File: src/rtl/ps2_pkg.sv
// Shared definitions for the PS/2 host-to-device transmitter: FSM states,
// frame constants and default timing.
package ps2_pkg;

    typedef enum logic [2:0] {
        ST_IDLE,
        ST_INHIBIT,
        ST_RTS,
        ST_XFER,
        ST_ACK,
        ST_WAIT_IDLE
    } state_t;

    // One frame is 11 device clocks: start, 8 data, parity, stop; ACK on the 11th fall.
    localparam int FRAME_CLOCKS = 11;
    localparam int DATA_BITS    = 8;
    localparam int STOP_EDGE    = FRAME_CLOCKS - 1;

    // 100 us inhibit and 2 ms watchdog at 50 MHz.
    localparam int DEF_INHIBIT_CYCLES = 5000;
    localparam int DEF_TIMEOUT_CYCLES = 100000;

    // PS/2 uses odd parity: the parity bit makes the count of ones odd.
    function automatic logic odd_parity(input logic [7:0] data);
        return ~^data;
    endfunction

endpackage

File: src/rtl/ps2_sync_edge.sv
// Two-flop synchronizer for one asynchronous PS/2 line plus a detector for
// 1->0 transitions of the synchronized value. Lines idle high, so the flops
// reset to 1 to avoid a false edge after reset.
module ps2_sync_edge (
    input  logic clk,
    input  logic areset_n,
    input  logic async_in,
    output logic sync_out,
    output logic fall
);

    logic meta_q;
    logic sync_q;
    logic prev_q;

    // Resynchronize the line and keep one cycle of history for edge detection.
    always_ff @(posedge clk or negedge areset_n) begin
        if (!areset_n) begin
            meta_q <= 1'b1;
            sync_q <= 1'b1;
            prev_q <= 1'b1;
        end else begin
            meta_q <= async_in;
            sync_q <= meta_q;
            prev_q <= sync_q;
        end
    end

    assign sync_out = sync_q;
    assign fall     = prev_q & ~sync_q;

endmodule

File: src/rtl/ps2_host_tx.sv
// PS/2 host transmitter: inhibits the bus, issues request-to-send, shifts a
// command byte out on device clock falling edges and checks the device ACK.
// Optional watchdog enabled by defining PS2_HOST_TX_TIMEOUT_EN.
module ps2_host_tx
    import ps2_pkg::*;
#(
    parameter int INHIBIT_CYCLES = DEF_INHIBIT_CYCLES,
    parameter int TIMEOUT_CYCLES = DEF_TIMEOUT_CYCLES
) (
    input  logic       clk_50,
    input  logic       areset_n,
    input  logic       ps2_clk,
    input  logic       ps2_dat,
    output logic       ps2_clk_oe,
    output logic       ps2_dat_oe,
    input  logic       tx_valid,
    input  logic [7:0] tx_data,
    output logic       tx_ready,
    output logic       busy,
    output logic       done,
    output logic       ack_err,
    output logic       timeout
);

    localparam int INH_W = (INHIBIT_CYCLES > 2) ? $clog2(INHIBIT_CYCLES) : 2;

    state_t             state;
    logic [7:0]         data_q;
    logic               parity_q;
    logic [INH_W-1:0]   inh_cnt;
    logic [3:0]         edge_cnt;
    logic               ack_bad;

    logic               clk_s;
    logic               clk_fall;
    logic               dat_s;
    logic               dat_fall_unused;

    ps2_sync_edge u_clk_sync (
        .clk      (clk_50),
        .areset_n (areset_n),
        .async_in (ps2_clk),
        .sync_out (clk_s),
        .fall     (clk_fall)
    );

    // The transmitter only samples the data level; its edges are not needed.
    ps2_sync_edge u_dat_sync (
        .clk      (clk_50),
        .areset_n (areset_n),
        .async_in (ps2_dat),
        .sync_out (dat_s),
        .fall     (dat_fall_unused)
    );

`ifdef PS2_HOST_TX_TIMEOUT_EN
    localparam int WD_W = (TIMEOUT_CYCLES > 2) ? $clog2(TIMEOUT_CYCLES) : 2;
    logic [WD_W-1:0] wd_cnt;
    logic            timeout_q;
`endif

    // Transfer sequencer; every output that touches the bus is a register.
    always_ff @(posedge clk_50 or negedge areset_n) begin
        if (!areset_n) begin
            state      <= ST_IDLE;
            data_q     <= '0;
            parity_q   <= 1'b0;
            inh_cnt    <= '0;
            edge_cnt   <= '0;
            ack_bad    <= 1'b0;
            ps2_clk_oe <= 1'b0;
            ps2_dat_oe <= 1'b0;
            done       <= 1'b0;
            ack_err    <= 1'b0;
`ifdef PS2_HOST_TX_TIMEOUT_EN
            wd_cnt     <= '0;
            timeout_q  <= 1'b0;
`endif
        end else begin
            done    <= 1'b0;
            ack_err <= 1'b0;
`ifdef PS2_HOST_TX_TIMEOUT_EN
            timeout_q <= 1'b0;
`endif
            case (state)
                ST_IDLE: begin
                    if (tx_valid && tx_ready) begin
                        data_q     <= tx_data;
                        parity_q   <= odd_parity(tx_data);
                        inh_cnt    <= '0;
                        ps2_clk_oe <= 1'b1;
                        state      <= ST_INHIBIT;
                    end
                end
                ST_INHIBIT: begin
                    inh_cnt <= inh_cnt + 1'b1;
                    if (inh_cnt == INH_W'(INHIBIT_CYCLES - 2))
                        ps2_dat_oe <= 1'b1;
                    if (inh_cnt == INH_W'(INHIBIT_CYCLES - 1)) begin
                        ps2_clk_oe <= 1'b0;
                        edge_cnt   <= '0;
                        state      <= ST_RTS;
                    end
                end
                ST_RTS: begin
                    if (clk_fall) begin
                        ps2_dat_oe <= ~data_q[0];
                        edge_cnt   <= 4'd1;
                        state      <= ST_XFER;
                    end
                end
                ST_XFER: begin
                    if (clk_fall) begin
                        edge_cnt <= edge_cnt + 4'd1;
                        if (edge_cnt < 4'(DATA_BITS))
                            ps2_dat_oe <= ~data_q[edge_cnt[2:0]];
                        else if (edge_cnt < 4'(STOP_EDGE - 1))
                            ps2_dat_oe <= ~parity_q;
                        else begin
                            ps2_dat_oe <= 1'b0;
                            state      <= ST_ACK;
                        end
                    end
                end
                ST_ACK: begin
                    if (clk_fall) begin
                        ack_bad <= dat_s;
                        state   <= ST_WAIT_IDLE;
                    end
                end
                ST_WAIT_IDLE: begin
                    if (clk_s && dat_s) begin
                        done    <= 1'b1;
                        ack_err <= ack_bad;
                        state   <= ST_IDLE;
                    end
                end
                default: state <= ST_IDLE;
            endcase
`ifdef PS2_HOST_TX_TIMEOUT_EN
            if (state == ST_INHIBIT || state == ST_IDLE) begin
                wd_cnt <= '0;
            end else if (clk_fall) begin
                wd_cnt <= '0;
            end else if (wd_cnt == WD_W'(TIMEOUT_CYCLES - 1)) begin
                wd_cnt     <= '0;
                ps2_clk_oe <= 1'b0;
                ps2_dat_oe <= 1'b0;
                done       <= 1'b1;
                ack_err    <= 1'b0;
                timeout_q  <= 1'b1;
                state      <= ST_IDLE;
            end else begin
                wd_cnt <= wd_cnt + 1'b1;
            end
`endif
        end
    end

    // A new byte is only taken once the done pulse has been seen.
    assign tx_ready = (state == ST_IDLE) && !done;
    assign busy     = (state != ST_IDLE);

`ifdef PS2_HOST_TX_TIMEOUT_EN
    assign timeout = timeout_q;
`else
    // No watchdog in this build; the comparison is constant false.
    assign timeout = (TIMEOUT_CYCLES < 0);
`endif

endmodule

File: config.mk
export PLATFORM = sky130hd
export DESIGN_NAME = ps2_host_tx
export DESIGN_NICKNAME = d
export VERILOG_FILES = /design/src/rtl/ps2_pkg.sv /design/src/rtl/ps2_sync_edge.sv /design/src/rtl/ps2_host_tx.sv
export SDC_FILE = /design/constraint.sdc
export NUM_CORES = 1
export LEC_CHECK = 0
export BUFFER_PORTS_ARGS = -buffer_cell sky130_fd_sc_hd__clkbuf_2
export CORE_MARGIN = 1.5
export CORE_UTILIZATION = 31
export CTS_CLUSTER_DIAMETER = 120
export DETAILED_ROUTE_END_ITERATION = 12
export GPL_ROUTABILITY_DRIVEN = 0
export PLACE_DENSITY = 0.55
export SYNTH_ARGS = -nofsm -noshare
export SYNTH_HDL_FRONTEND = slang
export SYNTH_SLANG_ARGS = --single-unit
export TNS_END_PERCENT = 50
File: constraint.sdc
create_clock -name clk_50 -period 4.2 [get_ports clk_50]
set_clock_uncertainty 0.05 [all_clocks]
set_input_delay 0.42 -clock clk_50 [delete_from_list [all_inputs] [get_ports clk_50]]
set_output_delay 0.42 -clock clk_50 [all_outputs]
set_load 0.01 [all_outputs]
# ---- Yosys cells after proc, flatten, opt, wreduce, memory -nomap -nowiden
# Index checks and enable logic that the tools add are counted.
dict set report word_totals {
  in_bits 13
  out_inout_bits 7
  word_cells 87
  register_bits 39
}
dict set report op_classes {
  n_addsub 2
  reduce_logical 16
  eq_ne 16
  bitwise 5
  muxes 30
  magnitude_cmp 3
}
# cell n
set ops {}
lappend ops {{== test 13 bit, second input constant} 2}
lappend ops {{one-hot mux 13 bit (2 select lines)} 1}
lappend ops {{two-way mux 3 bit} 8}
lappend ops {{inequality test 2 bit, second input constant} 9}
lappend ops {{one-hot mux 3 bit (6 select lines)} 1}
lappend ops {{adder 13 x 1 -> 13 bit, second input constant} 1}
lappend ops {{two-way mux 13 bit} 1}
lappend ops {{two-way mux 1 bit} 12}
lappend ops {{two-way mux 4 bit} 3}
lappend ops {{one-hot mux 4 bit (3 select lines)} 1}
lappend ops {{less-than comparator 4 bit, second input constant} 2}
lappend ops {{AND reduction 4 bit} 2}
lappend ops {{AND reduction 8 bit} 1}
lappend ops {{XNOR reduction 8 bit} 1}
lappend ops {{== test 3 x 2 -> 1 bit, second input constant} 2}
lappend ops {{== test 3 bit, second input constant} 2}
lappend ops {{AND reduction 2 bit} 3}
lappend ops {{nonzero test 3 bit} 2}
lappend ops {{adder 4 x 1 -> 4 bit, second input constant} 1}
lappend ops {{less-than comparator 3 x 4 -> 1 bit, second input constant} 1}
lappend ops {{NOT 1 bit} 4}
lappend ops {{binary-select mux 1 bit (select 3 bit)} 1}
lappend ops {{== test 3 x 1 -> 1 bit, second input constant} 1}
lappend ops {{logical AND 1 bit} 3}
lappend ops {{other kinds (7)} 7}

# ---- Longest topological paths before layout
# Gate-level depths: netlist of run 1.
dict set report logic_depth {
  ltp_word 6
  ltp_mapped 8
  depth_no_buf 7
}

# ---- By module
# Synthesis of run 1 repeated with hierarchy kept, for this count alone.
dict set report unflattened {
  hier_cells 213
  area_unflattened_um2 2087.0
}
# mod cells_per_inst seq_area_each_um2 n_inst area_per_inst_um2
set by_module_without_submodules {}
lappend by_module_without_submodules {ps2_host_tx 205 850.8 1 1901.8}
lappend by_module_without_submodules {ps2_sync_edge 4 78.8 2 92.6}

# ---- Least setup slack after synthesis of run 1
# Ideal clock, no wire load.
dict set report synth_timing {
  path_type {register to register}
  startpoint {reg state[2]}
  endpoint {reg inh_cnt[12]}
  setup_ns 0.129
  path_stages_with_launch 9
  setup_slack_ns 2.382
  n_path_buf 3
  arrival_time_ns 1.639
  synth_period_minus_slack_ns 1.818
  required_time_ns 4.021
  cell_sequence {dfrtp_1 > buf_2 > nor3_1 > inv_2 > or2_1 > clkbuf_1 > buf_2 > o211ai_1 > o31ai_1}
}
dict set report synth_between {
  elab_chain_cells 5
  word_cells_on_any_way 8
  classes_between {2 x eq/ne; 1 x mux; 5 x reduce/logical}
}
# item line
set synth_lines {}
lappend synth_lines {{from (decl)} ps2_host_tx.sv:27} ;# state_t state;
lappend synth_lines {{from (signal assigned)} ps2_host_tx.sv:65} ;# state <= ST_IDLE;
lappend synth_lines {{from (signal assigned)} ps2_host_tx.sv:92} ;# state <= ST_INHIBIT;
lappend synth_lines {{from (signal assigned)} ps2_host_tx.sv:102} ;# state <= ST_RTS;
lappend synth_lines {{zero test 3 bit} {ps2_host_tx.sv:85, ps2_host_tx.sv:161}}
lappend synth_lines {{logical AND 1 bit} ps2_host_tx.sv:161} ;# assign tx_ready = (state == ST_IDLE) && !done;
lappend synth_lines {{logical AND 1 bit} ps2_host_tx.sv:87} ;# if (tx_valid && tx_ready) begin
lappend synth_lines {{inequality test 2 bit (no line)} n/a}
lappend synth_lines {{AND reduction 2 bit (no line)} n/a}
lappend synth_lines {{to (signal assigned)} ps2_host_tx.sv:96} ;# inh_cnt <= inh_cnt + 1'b1;
lappend synth_lines {{to (decl)} ps2_host_tx.sv:30} ;# logic [INH_W-1:0] inh_cnt;
# Several ways; a longest one is shown, not always the timed one.
# A chain may end at the register's enable or synchronous reset.

# ---- Final worst setup path of run 1
dict set report layout_timing {
  startpoint {reg state[0]}
  endpoint {reg inh_cnt[2]}
}
# The elaborated chain is that of the path after synthesis.

==> metrics.cfg, run 1 <==
[status]
outcome = completed

[yosys]
yosys_warnings = 0
synth_compound_area_share_pct = 15.1
synth_fa_ha_area_share_pct = 2.50
synth_seq_area_share_pct = 49.0
synth_xor_area_share_pct = 3.06
syn_area_um2 = 2000
synth_cell_type_count = 53
synth-edff-count = 0
syn_nets = 228
avgSynthCellArea_um2 = 9.49
synthSimpleGateAreaFrac_pct = 23.6
synthCells = 211
ys.flop_type = dfrtp_1
ys_ff_latch = 39
synth_top_family_by_area = simple AND/OR/NAND/NOR gates
async_flop_share_pct = 100
synth_mux_area_share_pct = 2.62

[cells_and_area]
diodes = 0
fin_area_um2 = 2220
multi_input_area_um2 = 942
regArea_um2 = 982
fin_nets = 243
area_delta_synth_final_pct = 10.7
num-fill-cells = 673
drive_gt1_share_pct = 18.1

[worst_setup_path]
end_kind = register
start_kind = register
crit_required_ns = 4.32
worst-path-max-fanout = 14
cp_data_arrival_time_ns = 2.37
r2r_slack_ns = 1.95
critPathKind = register to register

[sta]
fin_crit_sh_pct = 53.6
tightest_slew_ns = 1.00
rsz0062_at_grt = no
post-route-min-period_ns = 2.25
slew_violations = 0
fmax_mhz = 444
setup_tns_ns = 0
slew_headroom_pct = 33.3
hold_violations = 0
setup_viol = 0

[floorplanning]
rows = 29
coreArea_um2 = 6310
ios = 20
dieWidth_um = 83.4
dieArea_um2 = 6950
die_h_um = 83.4
initial_core_util_pct = 31.7

[cts]
cts-root-buf = clkbuf_8
clock-sinks = 39
cts_hold_buf = 0
cts_resized = 0
cts_max_level = 2
cts_inserted_buffers = 5
clk_latency_ns = 0.29
clk_path_buf_depth = 2
clk_pin_slew_worst_paths_ns = 0.08
postCtsSetupBuffers = 0
cts_tree = done

[detailed_routing]
drtIter0Drc = 102
totalWireLength_um = 4070
dr.pass1.iters = 4
ant_nets = 0
drc = 0
vias = 1530
vias_per_cell = 5.03
wl_per_cell_um = 13.4

[global_route]
grt_pass1_wl_um = 7110
antenna_found_initial = 0
grt_pass1_vias = 1478
grt_max_degree = 40
gr-total-overflow = 0
grt.total_usage_pct = 12.6

[pwr]
p_sw_mw = 0.152
pwr_density_cell_nw_per_um2 = 302
comb_power_share_pct = 5.2
p_leak_nw = 0.992
p_int_mw = 0.518
seqPwrFrac_pct = 58.3
ir_drop_v = 0.000153
power_frac_clock_pct = 36.5
switching_share_pct = 22.7

[place]
dp_hpwl_um = 2870
port_buffers = 18
placed_area_um2 = 2140

[worst_hold_path]
hold_class = input pin to register

[flow_run]
maxCapViolCount = 0

worst paths after layout:
check                                  start                  end  cells past startpoint
min reg2reg                u_clk_sync.meta_q  u_clk_sync.sync_out                      0
min in group asynchronous           areset_n           inh_cnt[9]                      1
max                                 state[0]           inh_cnt[2]                      6
max in group asynchronous           areset_n          edge_cnt[2]                      1
min                                  ps2_clk    u_clk_sync.meta_q                      1
max reg2reg                         state[0]           inh_cnt[2]                      6
power by group through the flow:
stage	registers [mW]	clock network (mW)	logic, mW
finish	0.390	0.245	0.0350
global route	0.391	0.274	0.0409
CTS	0.390	0.257	0.0366
detailed placement	0.398	0	0.0365
global placement	0.397	0	0.0362
floorplan	0.396	0	0.0195
Yosys cell counts, drive strengths merged, types with 4 or more instances:
library cell | instances | area share [%]
buf | 5 | 1.7
clkbuf | 5 | 0.94
dfrtp | 34 | 42
dfstp | 5 | 6.6
ha | 4 | 2.5
inv | 7 | 1.3
nand2 | 38 | 7.1
nand3 | 14 | 3.5
nor2 | 14 | 2.7
o211ai | 4 | 1.5
o21ai | 18 | 4.5
o31ai | 4 | 1.5
xnor2 | 6 | 2.6
cell families (layout without fill, tap and decap cells):
group,Yosys count,count (layout)
AOI/OAI and AO/OA,45,45
muxes,5,5
buffers and inverters,17,33
other,1,1
xor gates and xnor gates,7,7
adders and majority gates,4,4
and+or+nand+nor,93,93
DFF,39,39
registers in the layout, indices dropped and copies added, names as in the netlist:
register             flops
inh_cnt                 13
ps2_dat_oe               1
u_dat_sync.sync_out      1
u_clk_sync.sync_out      1
ps2_clk_oe               1
state                    3
parity_q                 1
ack_bad                  1
u_dat_sync.meta_q        1
u_clk_sync.meta_q        1
u_clk_sync.prev_q        1
done                     1
ack_err                  1
data_q                   8
edge_cnt                 4
per-stage QoR:
stage | cells | setup slack, ns | hold WS (ns) | utilization [%] | power [mW]
2_1_floorplan | 211 | 2.38 | 0.0744 | - | 0.415
5_1_grt | 304 | 1.58 | 0.146 | 35.1 | 0.706
6_report | 304 | 1.95 | 0.160 | 35.1 | 0.670
3_3_place_gp | 296 | 2.03 | 0.297 | 33.8 | 0.434
4_1_cts | 304 | 1.90 | 0.152 | 35.1 | 0.684
3_5_place_dp | 296 | 1.92 | 0.297 | 33.8 | 0.434
area by class of cell:
cell class                 instances  area share, %
clock inverter                     1          0.226
clock buffer                       7           3.44
multi-input combinational        155           42.5
sequential                        39           44.3
tap                               77           4.34
inverter                           7           1.18
timing repair buffer              18           4.06
layout by cell type, fill, tap and decap left out, types with 3 or more instances in the layout:
cell and count:
dfstp_2 5, ha_1 4, nand2_1 38, dfrtp_1 34
o21ai_0 18, inv_1 6, mux2i_1 3, nand3_1 14
o211ai_1 4, clkbuf_8 5, clkbuf_2 18, o31ai_1 4
nand2b_1 3, xnor2_1 6, nor2_1 13
per-layer routing:
metal / track usage [%] / part of all wire (%) / vias to the layer above
met5: 0 / 0 / -
met4: 3.18 / 0.76 / 0
met3: 2.98 / 3.3 / 4
met2: 21.1 / 49 / 21
met1: 16.4 / 47 / 732
li1: - / - / 773
critical path, stage by stage (launching register included):
cell,delay (ns)
dfrtp_1,0.52
nor3_1,0.37
inv_2,0.08
nor2_1,0.58
nor2_1,0.21
o21ai_0,0.21
o21ai_0,0.10
Power figures use the tool's default switching activity.
==> run 2, diff against run 1 <==
- ABC_AREA: unset -> 1
- PLACE_DENSITY: 0.55 -> 0.57
- clock period: 4.2 -> 1.93 ns (I/O delays scaled with it)
==> run 2 against run 1 <==
Against the previous run:
- synthesized cell count is 23% higher
- setup slack got worse by 1.6 ns
- largest cell class unchanged
- flip-flop and latch count unchanged
- hold slack worse by 0.083 ns
- critical path depth rose by 4
- power rose to 4.7 times the previous value
- register-to-register slack got worse by 1.6 ns
- count of clock-buffer cells in the layout shrank 2
- sequential power increased to 3.2 times the previous value
- via count is 9.5% higher
==> metrics.cfg, run 2 <==
[sta]
fmax_mhz = 620
fin_hold_ws_ns = 0.0774
rsz0062_at_grt = no
post-route-min-period_ns = 1.61
setup_tns_ns = 0
setup_ws_ns = 0.317
hold_violations = 0
fin_crit_sh_pct = 83.6
setup_viol = 0
slew_violations = 0

[floorplanning]
dieWidth_um = 84.9
initial_core_util_pct = 32.3
rows = 29
dieArea_um2 = 7200
ios = 20
die_h_um = 84.9
coreArea_um2 = 6420

[yosys]
synth-edff-count = 0
yosysMostFrequentCell = nand2_1
ys.flop_type = dfrtp_1
yosys_warnings = 0
yosysTopAreaCell = dfrtp_1
syn_nets = 276
netlist.area_leader.share_pct = 41.0
syn_area_um2 = 2080
avgSynthCellArea_um2 = 8.02
synth_seq_area_share_pct = 47.3
synth_cell_type_count = 32
async_flop_share_pct = 100
synth_commonest_cells = 68 x nand2_1, 34 x dfrtp_1, 32 x inv_1, 24 x nand3_1, 19 x o21ai_0
ys_ff_latch = 39
synthTopCellsByArea = dfrtp_1 41%, nand2_1 12%, dfstp_2 6.3%
synthCells = 259

[worst_setup_path]
r2r-end = state[0]
reg2reg_depth = 10
cp_num_buf_inv = 1
critPathMaxStageDelay_ns = 0.48
worst-path-max-fanout = 9
worst_path_most_repeated_cell = nand2_1
cp-startpoint = edge_cnt[0]
r2r_slack_ns = 0.32
crit_end = state[0]
critPathTopFamily = simple AND/OR/NAND/NOR gates
path_depth = 10
cp_data_arrival_time_ns = 1.75
crit_path_cell_trace = inv_1 -> ha_1 -> nand2_1 -> nand2_1 -> nand2_1 -> nand2_1 -> nor2_1 -> nand3_1 -> nand2_1 -> nand2_1
slowest_stage = dfrtp_1
end_kind = register
crit_required_ns = 2.07
start_kind = register
critPathKind = register to register
reg2reg_from = edge_cnt[0]

[place]
placed_area_um2 = 2240
dpl_worst_slack_ns = 0.347
port_buffers = 18
dp_hpwl_um = 2980
placedCellCount = 352

[status]
outcome = completed

[cells_and_area]
drive_gt1_share_pct = 17.5
fin_nets = 302
largest_reg_flops = 13
num-fill-cells = 663
mostFrequentLayoutCell = nand2_1
top_register = inh_cnt
mostFrequentLayoutCells = 68 x nand2_1, 34 x dfrtp_1, 32 x inv_1
area_delta_synth_final_pct = 16.3
final_cells = 363
top_regs = inh_cnt x13, data_q x8, edge_cnt x4
fin_area_um2 = 2410
diodes = 0

[cts]
clock-sinks = 39
clk_path_buf_depth = 2
clk_latency_ns = 0.29
cts-root-buf = clkbuf_8
cts_resized = 0
cts_tree = done
postCtsSetupBuffers = 0
cts_inserted_buffers = 5
cts_max_level = 2
cts_hold_buf = 3
clk_pin_slew_worst_paths_ns = 0.09

[detailed_routing]
dr.pass1.iters = 4
drc = 0
totalWireLength_um = 4040
vias = 1676
drtIter0Drc = 69
wl_per_cell_um = 11.1
vias_per_cell = 4.62
ant_nets = 0

[worst_hold_path]
hold_class = input pin to register
min_from = tx_data[3]

[global_route]
antenna_found_initial = 0
grt_pass1_vias = 1737
grt.total_usage_pct = 13.0
gr-total-overflow = 0
grt_max_degree = 40
grt_pass1_wl_um = 7530

[pwr]
pwr_density_cell_nw_per_um2 = 1300
ir_drop_v = 0.000627
p_leak_nw = 1.13

[flow_run]
maxCapViolCount = 0

-- run 2: changes by cell type in the layout (fill, tap and decap cells not counted), sizes merged, moves of 6 or more --
cell   delta
a21oi     +6
nand2    +34
inv      +30
nand3    +10
nor2      +6
-- run 2: worst min path at each step --
| stage | to | slack, ns | cells after the start |
|---|---|---|---|
| after global placement | edge_cnt[2] | 0.23 | 2 |
| after floorplan | ack_bad | -0.15 | 0 |
| after CTS | data_q[3] | 0.07 | 3 |
| final | data_q[3] | 0.08 | 3 |
| after detailed placement | state[1] | 0.23 | 2 |
| after global routing | data_q[1] | 0.08 | 3 |
-- run 2: area by class of cell --
| type | count | area (um2) | area share (%) |
|---|---|---|---|
| Clock inverter | 3 | 71.3 | 2.95 |
| Clock buffer | 5 | 68.8 | 2.85 |
| Tap cell | 77 | 96.3 | 3.99 |
| Inverter | 36 | 138 | 5.70 |
| Sequential cell | 39 | 982 | 40.7 |
| Timing Repair Buffer | 24 | 143 | 5.91 |
| Multi-Input combinational cell | 179 | 916 | 37.9 |
-- run 2: cells by family (layout without fill, tap and decap cells) --
kind of cell    Yosys count  count (layout)  share of synthesized area, %
compound gates           37              37                          9.58
other cells               1               1                         0.181
fa+ha+maj                 4               4                          2.41
flops                    39              39                          47.3
mux                       1               1                         0.482
buf+inv                  41              68                          8.61
simple gates            128             128                          28.1
xor+xnor                  8               8                          3.37
-- run 2: through the flow --
stage          utilization [%]  power [mW]
6_report                  37.6        3.13
5_1_grt                   37.6        3.43
4_1_cts                   37.6        3.18
3_3_place_gp              35.0        2.31
3_5_place_dp              35.0        2.32
2_1_floorplan                -        2.03
-- run 2: report_power, final --
| part | leakage [nW] | switching [mW] | internal [mW] |
|---|---|---|---|
| combinational | 0.571 | 0.657 | 0.385 |
| sequential | 0.491 | 0.203 | 1.05 |
| clock | 0.0703 | 0.310 | 0.525 |
| total | 1.13 | 1.17 | 1.96 |
-- run 2: layer usage --
metal / up-vias / wire [um] / GRT usage (%)
li1: 876 / - / -
met1: 771 / 1880 / 16.2
met2: 27 / 2020 / 22.5
met3: 2 / 112 / 3.02
met4: 0 / 23 / 3.87
met5: - / 0 / 0
-- run 2: worst reg2reg max path, stage by stage (launching register included) --
cell     delay [ns]
dfrtp_1        0.48
inv_1          0.14
ha_1           0.22
nand2_1        0.06
nand2_1        0.04
nand2_1        0.08
nand2_1        0.07
nor2_1         0.14
nand3_1        0.11
nand2_1        0.07
nand2_1        0.05
==> run 3, diff against run 2 <==
- clock period: 1.93 -> 1.45 ns (I/O delays scaled with it)
==> run 3 against run 2 <==
Against the previous run:
- final cell count is 6.3% higher
- critical path depth is 2 lower
- flip-flop and latch count stayed put
- clock power is 3.6% lower
- global-route usage is 0.20 points lower
- power is 35% higher
- register-to-register slack worse by 0.32 ns
- critical endpoint is now inh_cnt[10]
==> metrics.cfg, run 3 (same netlist as run 2, synthesis figures left out) <==
[worst_setup_path]
worst-path-max-fanout = 4
critPathTopFamily = simple AND/OR/NAND/NOR gates
cp_data_arrival_time_ns = 1.57
cp_num_buf_inv = 1
reg2reg_from = inh_cnt[0]
r2r-end = inh_cnt[10]
start_kind = register
worst_path_most_repeated_cell = nand3_1
r2r_slack_ns = 0.0003
reg2reg_depth = 8
critPathMaxStageDelay_ns = 0.43
critPathKind = register to register
crit_required_ns = 1.57
end_kind = register
crit_path_cell_trace = ha_4 -> nand2_2 -> inv_2 -> nand4_1 -> nor2_1 -> nand3_1 -> nand3_1 -> o21ai_1
slowest_stage = dfrtp_2

[floorplanning]
dieArea_um2 = 7200
ios = 20
initial_core_util_pct = 32.3
rows = 29
coreArea_um2 = 6420
dieWidth_um = 84.9
die_h_um = 84.9

[global_route]
grt_pass1_wl_um = 7400
grt.total_usage_pct = 12.8
antenna_found_initial = 0
gr-total-overflow = 0
grt_max_degree = 40
grt_pass1_vias = 1729

[place]
placed_area_um2 = 2410
dpl_worst_slack_ns = -0.0303
dp_hpwl_um = 3230
port_buffers = 18

[sta]
setup_ws_ns = 0.000274
hold_violations = 0
rsz0062_at_grt = yes
slew_violations = 0
setup_tns_ns = 0
post-route-min-period_ns = 1.45
setup_viol = 0
fin_crit_sh_pct = 100
fmax_mhz = 690

[cells_and_area]
area_delta_synth_final_pct = 28.4
drive_gt1_share_pct = 30.4
top_register = inh_cnt
fin_util_pct = 41.5
mostFrequentLayoutCells = 60 x nand2_1, 31 x dfrtp_1, 29 x inv_1
mostFrequentLayoutCell = nand2_1
fin_nets = 325
largest_reg_flops = 13
fin_area_um2 = 2670
diodes = 0
top_regs = inh_cnt x13, data_q x8, edge_cnt x4

[detailed_routing]
ant_nets = 0
met1_length_um = 2120
vias = 1750
totalWireLength_um = 4320
top_layer = met4
vias_per_cell = 4.53
wl_per_cell_um = 11.2
drc = 0
drtIter0Drc = 41
dr.pass1.iters = 4
wl_met2_um = 2080
wl_met3_um = 94

[worst_hold_path]
hold_end = data_q[7]
whs_path_depth = 3
hold_class = input pin to register
min_from = tx_data[7]

[cts]
cts-root-buf = clkbuf_8
clk_latency_ns = 0.28
cts_tree = done
clk_pin_slew_worst_paths_ns = 0.08
clk_path_buf_depth = 2
cts_inserted_buffers = 5
cts_max_level = 2
clock-sinks = 39

[pwr]
ir_drop_v = 0.000699
p_leak_nw = 1.27
pwr_density_cell_nw_per_um2 = 1580

[flow_run]
maxCapViolCount = 0

[status]
outcome = completed

[run 3: cell count changes in the layout (fill, tap and decap cells not counted), moves of 3 or more]
cell | before | now
nand2_1 | 68 | 60
inv_1 | 32 | 29
nor2_1 | 16 | 12
buf_4 | 3 | 24
dfrtp_1 | 34 | 31
o21ai_1 | 4 | 7
dfrtp_2 | 0 | 3
inv_2 | 3 | 6
o21ai_0 | 19 | 16
nand2_2 | 3 | 9
[run 3: cell type report]
cell class                 instances  area (um2)
inverter                          36         138
timing repair buffer              47         338
tap                               77        96.3
clock buffer                       8         100
fill                             644        3760
multi-input combinational        179        1010
sequential                        39         986
[run 3: worst max path at each step]
stage               depth (start not counted)  startpoint  slack (ns)     endpoint
global route                                8  inh_cnt[1]       -0.13  inh_cnt[10]
CTS                                         7  inh_cnt[0]       -0.01     state[2]
finish                                      8  inh_cnt[0]      0.0003  inh_cnt[10]
global placement                            7    state[0]       -0.04  inh_cnt[11]
floorplan                                   9    state[1]       0.009   inh_cnt[9]
detailed placement                          8  inh_cnt[0]       -0.03  inh_cnt[12]
[run 3: power by group]
part	internal, mW	total (mW)	switching (mW)
combinational	0.731	1.77	1.04
clock	0.435	0.805	0.370
sequential	1.41	1.63	0.227
total	2.57	4.21	1.64
[run 3: repair_timing]
item                                    CTS  global route
hold endpoints to repair                 36             0
setup buffers                             0             3
resized for setup                         6            29
cloned                                    0             0
hold buffers                              3             0
pin swaps                                 1            13
endpoints found under the setup margin    8            16
[run 3: tightest hold or removal path, stage by stage]
cell,delay (ns)
clkbuf_2,0.10
nand2_1,0.05
o21ai_0,0.06
[run 3: metal layers]
layer / vias to the layer above / GRT usage (%)
li1: 923 / -
met1: 803 / 15.6
met2: 22 / 22.8
met3: 2 / 2.92
met4: 0 / 3.13
met5: - / 0
[run 3: per-stage QoR]
step / total power [mW] / hold slack (ns) / std cells
global placement: 3.27 / 0.0891 / 372
detailed placement: 3.28 / 0.0878 / 372
finish: 4.21 / 0.0518 / 386
global route: 4.58 / 0.0538 / 386
CTS: 4.13 / 0.0445 / 383
floorplan: 2.74 / -0.201 / 259
